File: src/rtl/gpr_pkg.sv
// Shared types for the GPR write-back queue.
// Entry bundle and register-file widths.
package gpr_pkg;

  localparam int REG_ADDR_W = 5;
  localparam int DATA_W     = 32;

  typedef struct packed {
    logic [REG_ADDR_W-1:0] dest;
    logic [DATA_W-1:0]     data;
  } wb_entry_t;

endpackage

File: src/rtl/wb_fwd_match.sv
// Youngest-match bypass search over the pending
// write-back entries of the ring buffer.
module wb_fwd_match
  import gpr_pkg::*;
#(
  parameter int DEPTH = 4
) (
  input  wb_entry_t                    ent_i [DEPTH],
  input  logic [DEPTH-1:0]             vld_i,
  input  logic [$clog2(DEPTH)-1:0]     tail_i,
  input  logic [REG_ADDR_W-1:0]        key_i,
  output logic                         hit_o,
  output logic [DATA_W-1:0]            data_o
);

  localparam int PW = $clog2(DEPTH);

  logic [PW-1:0] idx;

  // Oldest first, so the youngest match is the last assignment.
  always_comb begin
    hit_o  = 1'b0;
    data_o = '0;
    idx    = '0;
    for (int i = DEPTH - 1; i >= 0; i--) begin
      idx = tail_i - PW'(i) - PW'(1);
      if (key_i != '0 && vld_i[idx] &&
          ent_i[idx].dest == key_i) begin
        hit_o  = 1'b1;
        data_o = ent_i[idx].data;
      end
    end
  end

endmodule

File: src/rtl/gpr_wb_queue.sv
// Buffered register-file write-back queue with
// youngest-entry operand bypass on rs/rt.
module gpr_wb_queue
  import gpr_pkg::*;
#(
  parameter int DEPTH = 4
) (
  input  logic                         clock,
  input  logic                         reset_n,
  input  logic                         in_valid,
  output logic                         in_ready,
  input  logic [4:0]                   in_dest,
  input  logic [31:0]                  in_data,
  input  logic                         wb_stall,
  output logic                         reg_write,
  output logic [4:0]                   num_write,
  output logic [31:0]                  data_write,
  input  logic [4:0]                   rs,
  input  logic [4:0]                   rt,
  output logic                         fwd_a_hit,
  output logic                         fwd_b_hit,
  output logic [31:0]                  fwd_a,
  output logic [31:0]                  fwd_b,
  output logic [$clog2(DEPTH+1)-1:0]   count,
  output logic                         empty
);

  localparam int PW = $clog2(DEPTH);
  localparam int CW = $clog2(DEPTH + 1);

  wb_entry_t     mem_q [DEPTH];
  logic [PW-1:0] head_q, head_d;
  logic [PW-1:0] tail_q, tail_d;
  logic [CW-1:0] count_q, count_d;

  logic             accept;
  logic             push;
  logic             pop;
  logic [DEPTH-1:0] vld;
  logic [PW-1:0]    offs;
  wb_entry_t        head_ent;

  assign empty    = (count_q == '0);
  assign count    = count_q;
  assign in_ready = reset_n && (count_q < CW'(DEPTH));
  assign accept   = in_valid && in_ready;
  // x0 writes finish the handshake but never occupy a slot.
  assign push     = accept && (in_dest != '0);
  assign pop      = reg_write;

  assign head_ent   = mem_q[head_q];
  assign reg_write  = !empty && !wb_stall;
  assign num_write  = empty ? '0 : head_ent.dest;
  assign data_write = empty ? '0 : head_ent.data;

  always_comb begin
    head_d  = head_q;
    tail_d  = tail_q;
    count_d = count_q;
    if (pop) begin
      head_d = head_q + PW'(1);
    end
    if (push) begin
      tail_d = tail_q + PW'(1);
    end
    unique case ({push, pop})
      2'b10:   count_d = count_q + CW'(1);
      2'b01:   count_d = count_q - CW'(1);
      default: count_d = count_q;
    endcase
  end

  always_ff @(posedge clock or negedge reset_n) begin
    if (!reset_n) begin
      head_q  <= '0;
      tail_q  <= '0;
      count_q <= '0;
    end else begin
      head_q  <= head_d;
      tail_q  <= tail_d;
      count_q <= count_d;
    end
  end

  // Storage payload is deliberately left unreset.
  always_ff @(posedge clock) begin
    if (push) begin
      mem_q[tail_q] <= '{dest: in_dest, data: in_data};
    end
  end

  always_comb begin
    vld  = '0;
    offs = '0;
    for (int s = 0; s < DEPTH; s++) begin
      offs   = PW'(s) - head_q;
      vld[s] = (CW'(offs) < count_q);
    end
  end

  wb_fwd_match #(
    .DEPTH (DEPTH)
  ) u_match_a (
    .ent_i  (mem_q),
    .vld_i  (vld),
    .tail_i (tail_q),
    .key_i  (rs),
    .hit_o  (fwd_a_hit),
    .data_o (fwd_a)
  );

  wb_fwd_match #(
    .DEPTH (DEPTH)
  ) u_match_b (
    .ent_i  (mem_q),
    .vld_i  (vld),
    .tail_i (tail_q),
    .key_i  (rt),
    .hit_o  (fwd_b_hit),
    .data_o (fwd_b)
  );

endmodule

File: config.mk
export PLATFORM = sky130hd
export DESIGN_NAME = gpr_wb_queue
export DESIGN_NICKNAME = d
export VERILOG_FILES = /design/src/rtl/gpr_pkg.sv /design/src/rtl/wb_fwd_match.sv /design/src/rtl/gpr_wb_queue.sv
export SDC_FILE = /design/constraint.sdc
export NUM_CORES = 1
export LEC_CHECK = 0
export BUFFER_PORTS_ARGS = -buffer_cell sky130_fd_sc_hd__buf_2
export CORE_MARGIN = 5
export CORE_UTILIZATION = 30
export CTS_BUF_LIST = sky130_fd_sc_hd__clkbuf_4
export CTS_CLUSTER_DIAMETER = 200
export DETAILED_ROUTE_END_ITERATION = 12
export MAX_ROUTING_LAYER = met4
export SLEW_MARGIN = 20
export SYNTH_ARGS = -nofsm -noshare
export SYNTH_HDL_FRONTEND = slang
export SYNTH_HIERARCHICAL = 1
export SYNTH_SLANG_ARGS = --single-unit
File: constraint.sdc
create_clock -name clock -period 5.8 [get_ports clock]
set_input_delay 0.87 -clock clock [delete_from_list [all_inputs] [get_ports clock]]
set_output_delay 0.87 -clock clock [all_outputs]
set_load 0.1 [all_outputs]
Yosys cells after proc, flatten, opt, wreduce, memory -nomap -nowiden
Cells that the tools add are included.

Bits in registers: 155. Latch bits: 0. RAM bits: 0. Bits in read-only memories: 0. Input port bits: 51. Output and inout bits: 109. Logic and storage cells: 130. Memories: 0.

$add $sub $neg: 14. Multipliers: 0. Divide/modulo/power cells: 0. Order comparisons: 16. Equal/unequal tests: 10. Shifts and indexed selects: 0. Mux-type cells: 45. Bitwise logic cells: 6. Reductions and logical operators: 28.

Operator list (count): 2-to-1 mux 37 bit (11); binary-select mux 37 bit (select 2 bit) (5); 2-to-1 mux 32 bit (9); bitwise mux 148 bit (1); demux 37 bit (select 2 bit) (1); equality test 5 bit (8); logical AND 1 bit (21); >= comparator 3 bit, second input constant (6); NOT 2 -> 3 bit (6); nonzero test 5 bit (3); < comparator 2 x 3 -> 1 bit (4); < comparator 2 x 3 -> 1 bit, second input constant (4); 2-to-1 mux 1 bit (12); binary-select mux 1 bit (select 2 bit) (4); subtractor 2 x 1 -> 2 bit, second input constant (4); one-hot mux 3 bit (2 select lines) (1); 2-to-1 mux 5 bit (1); adder 2 x 1 -> 2 bit, second input constant (2); subtractor 1 x 2 -> 2 bit, first input constant (2); subtractor 2 bit, first input constant (2); subtractor 2 bit, second input constant (2); adder 3 x 1 -> 3 bit, second input constant (1); zero test 3 bit (1); < comparator 3 x 1 -> 1 bit, second input constant (1); other kinds (6) (7).

Logic depth before layout (Yosys ltp)
Depth in word-level cells: 12. Gate-level depth with buffers: 16.

By module
The synthesis kept the hierarchy.

Modules (own cells, without submodules): wb_fwd_match (times used 2, cells each 607, area an instance 4570.6 um^2, seq. area each 0.0 um^2); gpr_wb_queue (times used 1, cells each 291, area an instance 6150.9 um^2, seq. area each 4619.4 um^2).

Worst setup path after synthesis
OpenSTA, ideal clock, no wires.

Kind: reg2out. Start point: reg count_q[1], in the netlist count[1]. End point: out fwd_a[21]. Arrival time: 4.011 ns. Path slack: 0.919 ns. Cell stages (with the launch flop): 14. Path buffers: 2. Cells stage by stage: dfrtp_1 > inv_1 > ha_1 > a21oi_1 > or2_2 > nand2b_1 > o221ai_1 > and4_1 > o21ai_2 > buf_6 > buf_1 > nand4_1 > a22oi_1 > o22a_1.

Word-level cells in the longest chain between the ends: 9.

Ends and longest elaborated chain: start, declared (RTL line gpr_wb_queue.sv:34) `logic [CW-1:0] count_q, count_d;`; start signal, assigned (RTL line gpr_wb_queue.sv:81) `count_q <= count_d;`; < comparator 2 x 3 -> 1 bit * (RTL line gpr_wb_queue.sv:97) `vld[s] = (CW'(offs) < count_q);`; net vld[2] (RTL line gpr_wb_queue.sv:39) `logic [DEPTH-1:0] vld;`; binary-select mux 1 bit (select 2 bit) (RTL line wb_fwd_match.sv:27) `if (key_i != '0 && vld_i[idx] &&`; 2-to-1 mux 1 bit (implied by the code) (RTL line wb_fwd_match.sv:27); logical AND 1 bit (2 in series) (RTL line wb_fwd_match.sv:27); 2-to-1 mux 32 bit (3 in series) (RTL line wb_fwd_match.sv:27); 2-to-1 mux 32 bit * (RTL line wb_fwd_match.sv:27); end, declared (RTL line gpr_wb_queue.sv:22) `output logic [31:0] fwd_a,`.

The timed path passes the listed nets; every way through them passes the cells marked *. The select of a mux whose other input is x is not followed.

Final worst setup path
Start point: reg tail_q[1]. End point: out fwd_b[17].

Word-level cells in the longest chain between the ends: 12.

Ends and longest elaborated chain: start, declared (RTL line gpr_wb_queue.sv:33) `logic [PW-1:0] tail_q, tail_d;`; start signal, assigned (RTL line gpr_wb_queue.sv:80) `tail_q <= tail_d;`; subtractor 2 bit (RTL line wb_fwd_match.sv:26) `idx = tail_i - PW'(i) - PW'(1);`; subtractor 2 x 1 -> 2 bit (RTL line wb_fwd_match.sv:26); NOT 2 -> 3 bit (implied by the code) (RTL line wb_fwd_match.sv:28, wb_fwd_match.sv:30); binary-select mux 37 bit (select 2 bit) (RTL line wb_fwd_match.sv:28, wb_fwd_match.sv:30); 2-to-1 mux 37 bit (implied by the code) (2 in series) (RTL line wb_fwd_match.sv:28) `ent_i[idx].dest == key_i) begin`; equality test 5 bit (RTL line wb_fwd_match.sv:28); logical AND 1 bit (RTL line wb_fwd_match.sv:27); 2-to-1 mux 32 bit (3 in series) (RTL line wb_fwd_match.sv:27); 2-to-1 mux 32 bit * (RTL line wb_fwd_match.sv:27); end, declared (RTL line gpr_wb_queue.sv:23) `output logic [31:0] fwd_b,`.

Mark *: on every way between the ends. The rest lies on a longest branch, timed or not. The select of a mux whose other input is x is not followed.

==> impl_summary.log <==
INFO  metric wl_per_cell = approximately 24 µm
INFO  metric grt_max_degree = roughly 130
INFO  metric floorplan.io_pins = between 150 and 200
INFO  metric via_count_normalized_by_instance_count = roughly 6.2
INFO  metric grt_setup_unrepaired = false
INFO  metric timing.critical_path.mode_cell = buf_4
INFO  metric drtIter0Drc = between 1000 and 1500
INFO  metric cts.htree.levels = 4
INFO  metric pre_cts_slack = approximately 830 ps
INFO  metric critical_path.reg2reg.startpoint = tail_q[1]
INFO  metric ys_types = 56
INFO  metric placement.io_buffers = between 150 and 200
INFO  metric remaining_drc_errors = 0
INFO  metric path_clk_slew = 140 ps
INFO  metric timing.setup.critical_path_class = flip-flop to output port
INFO  metric final_period_minus_worst_setup_slack = between 5000 and 6000 ps
INFO  metric final_critical_path_setup_slack = 285 ps
INFO  metric vias = 13800
INFO  metric cp_slowest_cell = dfrtp_4
INFO  metric overflow = 0
INFO  metric crit_path_max_fo = 74
INFO  metric numPlacedInstances = about 2200
INFO  metric timing_max_transition_violations_final = 6
INFO  metric clk_path_buf_depth = 2
INFO  metric core_area = approximately 0.050 mm²
INFO  metric worstRegToRegCells = 4
INFO  metric failed_checks = max-capacitance violations, max-slew violations
INFO  metric hp-class = input pin to asynchronous set/reset pin
INFO  metric syn-cell-area = roughly 0.015 mm²
INFO  metric tritoncts_num_sinks = between 150 and 200
INFO  metric die_height = approximately 240 µm
INFO  metric max_freq = approximately 180 MHz
INFO  metric place_hpwl = about 36000 µm
INFO  metric tritoncts_clock_tree = built
INFO  metric initial_core_util = between 30% and 40%
INFO  metric finalNetCount = 1616
INFO  metric ant_nets = 0
INFO  metric timing.setup.tns = 0 ps
INFO  metric postSynth.asyncResetShare = about 4.5%
INFO  metric post_route_cells_drive_above_1_share = roughly 28%
INFO  metric clock_tree.root_cell = clkbuf_4
INFO  metric maxCapViolCount = 1
INFO  metric gpl.final_weighted_congestion = around 0.89
INFO  metric routed_wirelength = approximately 55000 µm
INFO  metric first_pass_iters = 6
INFO  metric synthFlopType = edfxtp_1
INFO  metric dieArea = between 0.05 and 0.06 mm²
INFO  metric first_pass_grt_wire_length = approximately 80000 µm
INFO  metric worst_pin_slew = roughly 1600 ps
INFO  metric grt_antenna_before_repair = 7
INFO  metric synthesis.yosys.warnings = 6
INFO  metric row_count = 82
INFO  metric synth_seq_area_share = 30.2%
INFO  metric critPathCaptureType = output port
INFO  metric grt_util_all_layers = roughly a fifth
INFO  metric cp_cell_sequence = buf_4, buf_4, mux2_2, a21oi_1, a22oi_1, o22a_1, buf_12
INFO  metric timing.critical_path.arrival = about 4600 ps
INFO  metric startpoint_type = flip-flop
INFO  metric per_instance_average_area_after_synthesis = about 10 µm²
INFO  metric flow.area_growth_from_synthesis = 16.9%
INFO  metric netlist_instances = around 1500
INFO  metric floorplan.die.width = approximately 240 µm
INFO  metric clock_latency_reported_for_the_late_side_of_the_worst_skew_pair = roughly 620 ps
INFO  metric stdcell_count = around 2200
INFO  metric synth-edff-count = 148
INFO  metric hold_violations = 0
INFO  metric synth_nets = between 1500 and 2000
INFO  metric via_count_of_the_first_global_routing_pass = around 13000
INFO  metric skew = roughly 21 ps
INFO  metric final-setup-viol-count = 0
INFO  metric critical_path_required = 4930 ps
INFO  metric whs = around 75 ps
INFO  metric ys_seq_elements = 155
INFO  metric timing.critical_path.slowest_cell_delay = 1020 ps
INFO  metric register_to_register_setup_slack = between 1500 and 2000 ps
INFO  metric finalCritPeriodShare = a little over nine tenths
INFO  metric rr_endpoint = mem_q[51]
INFO  metric cts_made_buffers = 17
INFO  metric run_status = finished with violations
INFO  metric slew_headroom = -5.98%
cells in the mapped netlist (all sizes together), types with 3 or more instances:
cell,n,area (µm²)
nand2b,9,56.3
nand4,128,801
nor2b,40,250
dfrtp,7,175
mux2i,168,1690
or3,3,18.8
a21oi,134,671
mux4,45,1010
mux2,133,1500
xor2,36,315
a211o,6,52.6
o22ai,4,25.0
o22a,62,543
buf,83,492
nor3,5,47.5
a221oi,66,626
o211ai,6,45.0
a22oi,62,465
ha,9,113
o21ai,75,383
nand2,26,97.6
clkbuf,90,338
xnor2,15,131
and2,6,42.5
o21a,64,480
or2,5,31.3
nand3,14,70.1
and4,4,35.0
nor2,8,30.0
edfxtp,148,4440
o2111ai,4,35.0
inv,16,60.1
o221ai,6,52.6
worst max-delay path by stage:
stage	start	end	slack, ps	depth (start not counted)
2_1_floorplan	count[1]	fwd_a[21]	920	13
3_3_place_gp	head_q[0]	fwd_b_hit	860	9
3_5_place_dp	head_q[0]	fwd_b[5]	830	12
4_1_cts	head_q[0]	fwd_b[10]	110	12
5_1_grt	tail_q[1]	fwd_a[27]	50	10
6_report	tail_q[1]	fwd_b[17]	290	7
kinds of logic (layout without fill, tap and decap cells):
group	after synthesis	count (layout)	share of synthesized area [%]
AOI/OAI and AO/OA	499	500	22.8
xor gates and xnor gates	51	51	2.92
adders and majority gates	10	10	0.867
buffers and inverters	191	253	5.87
DFF	155	155	30.2
muxes	346	346	27.5
other	0	2	0
and+or+nand+nor	253	253	9.89
timing repair:
item	in CTS	in global routing
endpoints found under the hold margin	0	0
setup endpoints to repair	0	63
setup buffers	0	3
resized for setup	0	7
hold buffers	0	0
placed cells by master (no fill, tap or decap), drive strengths merged, types with 7 or more instances in the layout:
| master | count |
|---|---|
| buf | 203 |
| mux2i | 168 |
| edfxtp | 148 |
| a21oi | 135 |
| mux2 | 133 |
| nand4 | 128 |
| o21ai | 75 |
| a221oi | 66 |
| o21a | 64 |
| a22oi | 62 |
| o22a | 62 |
| mux4 | 45 |
| nor2b | 40 |
| xor2 | 36 |
| nand2 | 26 |
| inv | 19 |
| clkbuf | 17 |
| xnor2 | 15 |
| nand3 | 14 |
| nand2b | 9 |
| ha | 9 |
| nor2 | 8 |
| clkinv | 8 |
| dfrtp | 7 |
routing by layer:
layer	vias to the layer above	part of all wire [%]	wire, µm	track usage (%)
met5	-	0	0	-
met1	6848	42	22900	24.4
met2	678	48	26500	31.1
met4	0	3.2	1770	6.40
li1	6174	-	-	-
met3	107	6.8	3720	2.89
registers in the layout (all words and copies together) (netlist names):
signal  count
head_q      2
tail_q      2
mem_q     148
count       3
stage by stage:
step | utilization, % | area, µm²
after floorplan | - | 15300
after global placement | 34.8 | 17500
after detailed placement | 34.8 | 17500
after CTS | 35.4 | 17800
after global routing | 35.6 | 17900
final | 35.6 | 17900
cell type report:
class,instances,area (µm²)
fill,5007,32400
multi-input combinational,1160,9880
sequential,155,4630
timing repair buffer,203,2150
tap,672,841
clock inverter,15,173
clock buffer,17,128
inverter,18,67.6
antenna,2,5.00
worst max-delay path: cells and delay by family, from the launching register on:
kind / cells / cell delay (ps)
buf+inv: 3 / 1880
flops: 1 / 1020
compound gates: 3 / 620
mux: 1 / 430
Power is not shown: default switching activity piles up to over one toggle a cycle in this logic, so the estimate is an artifact.
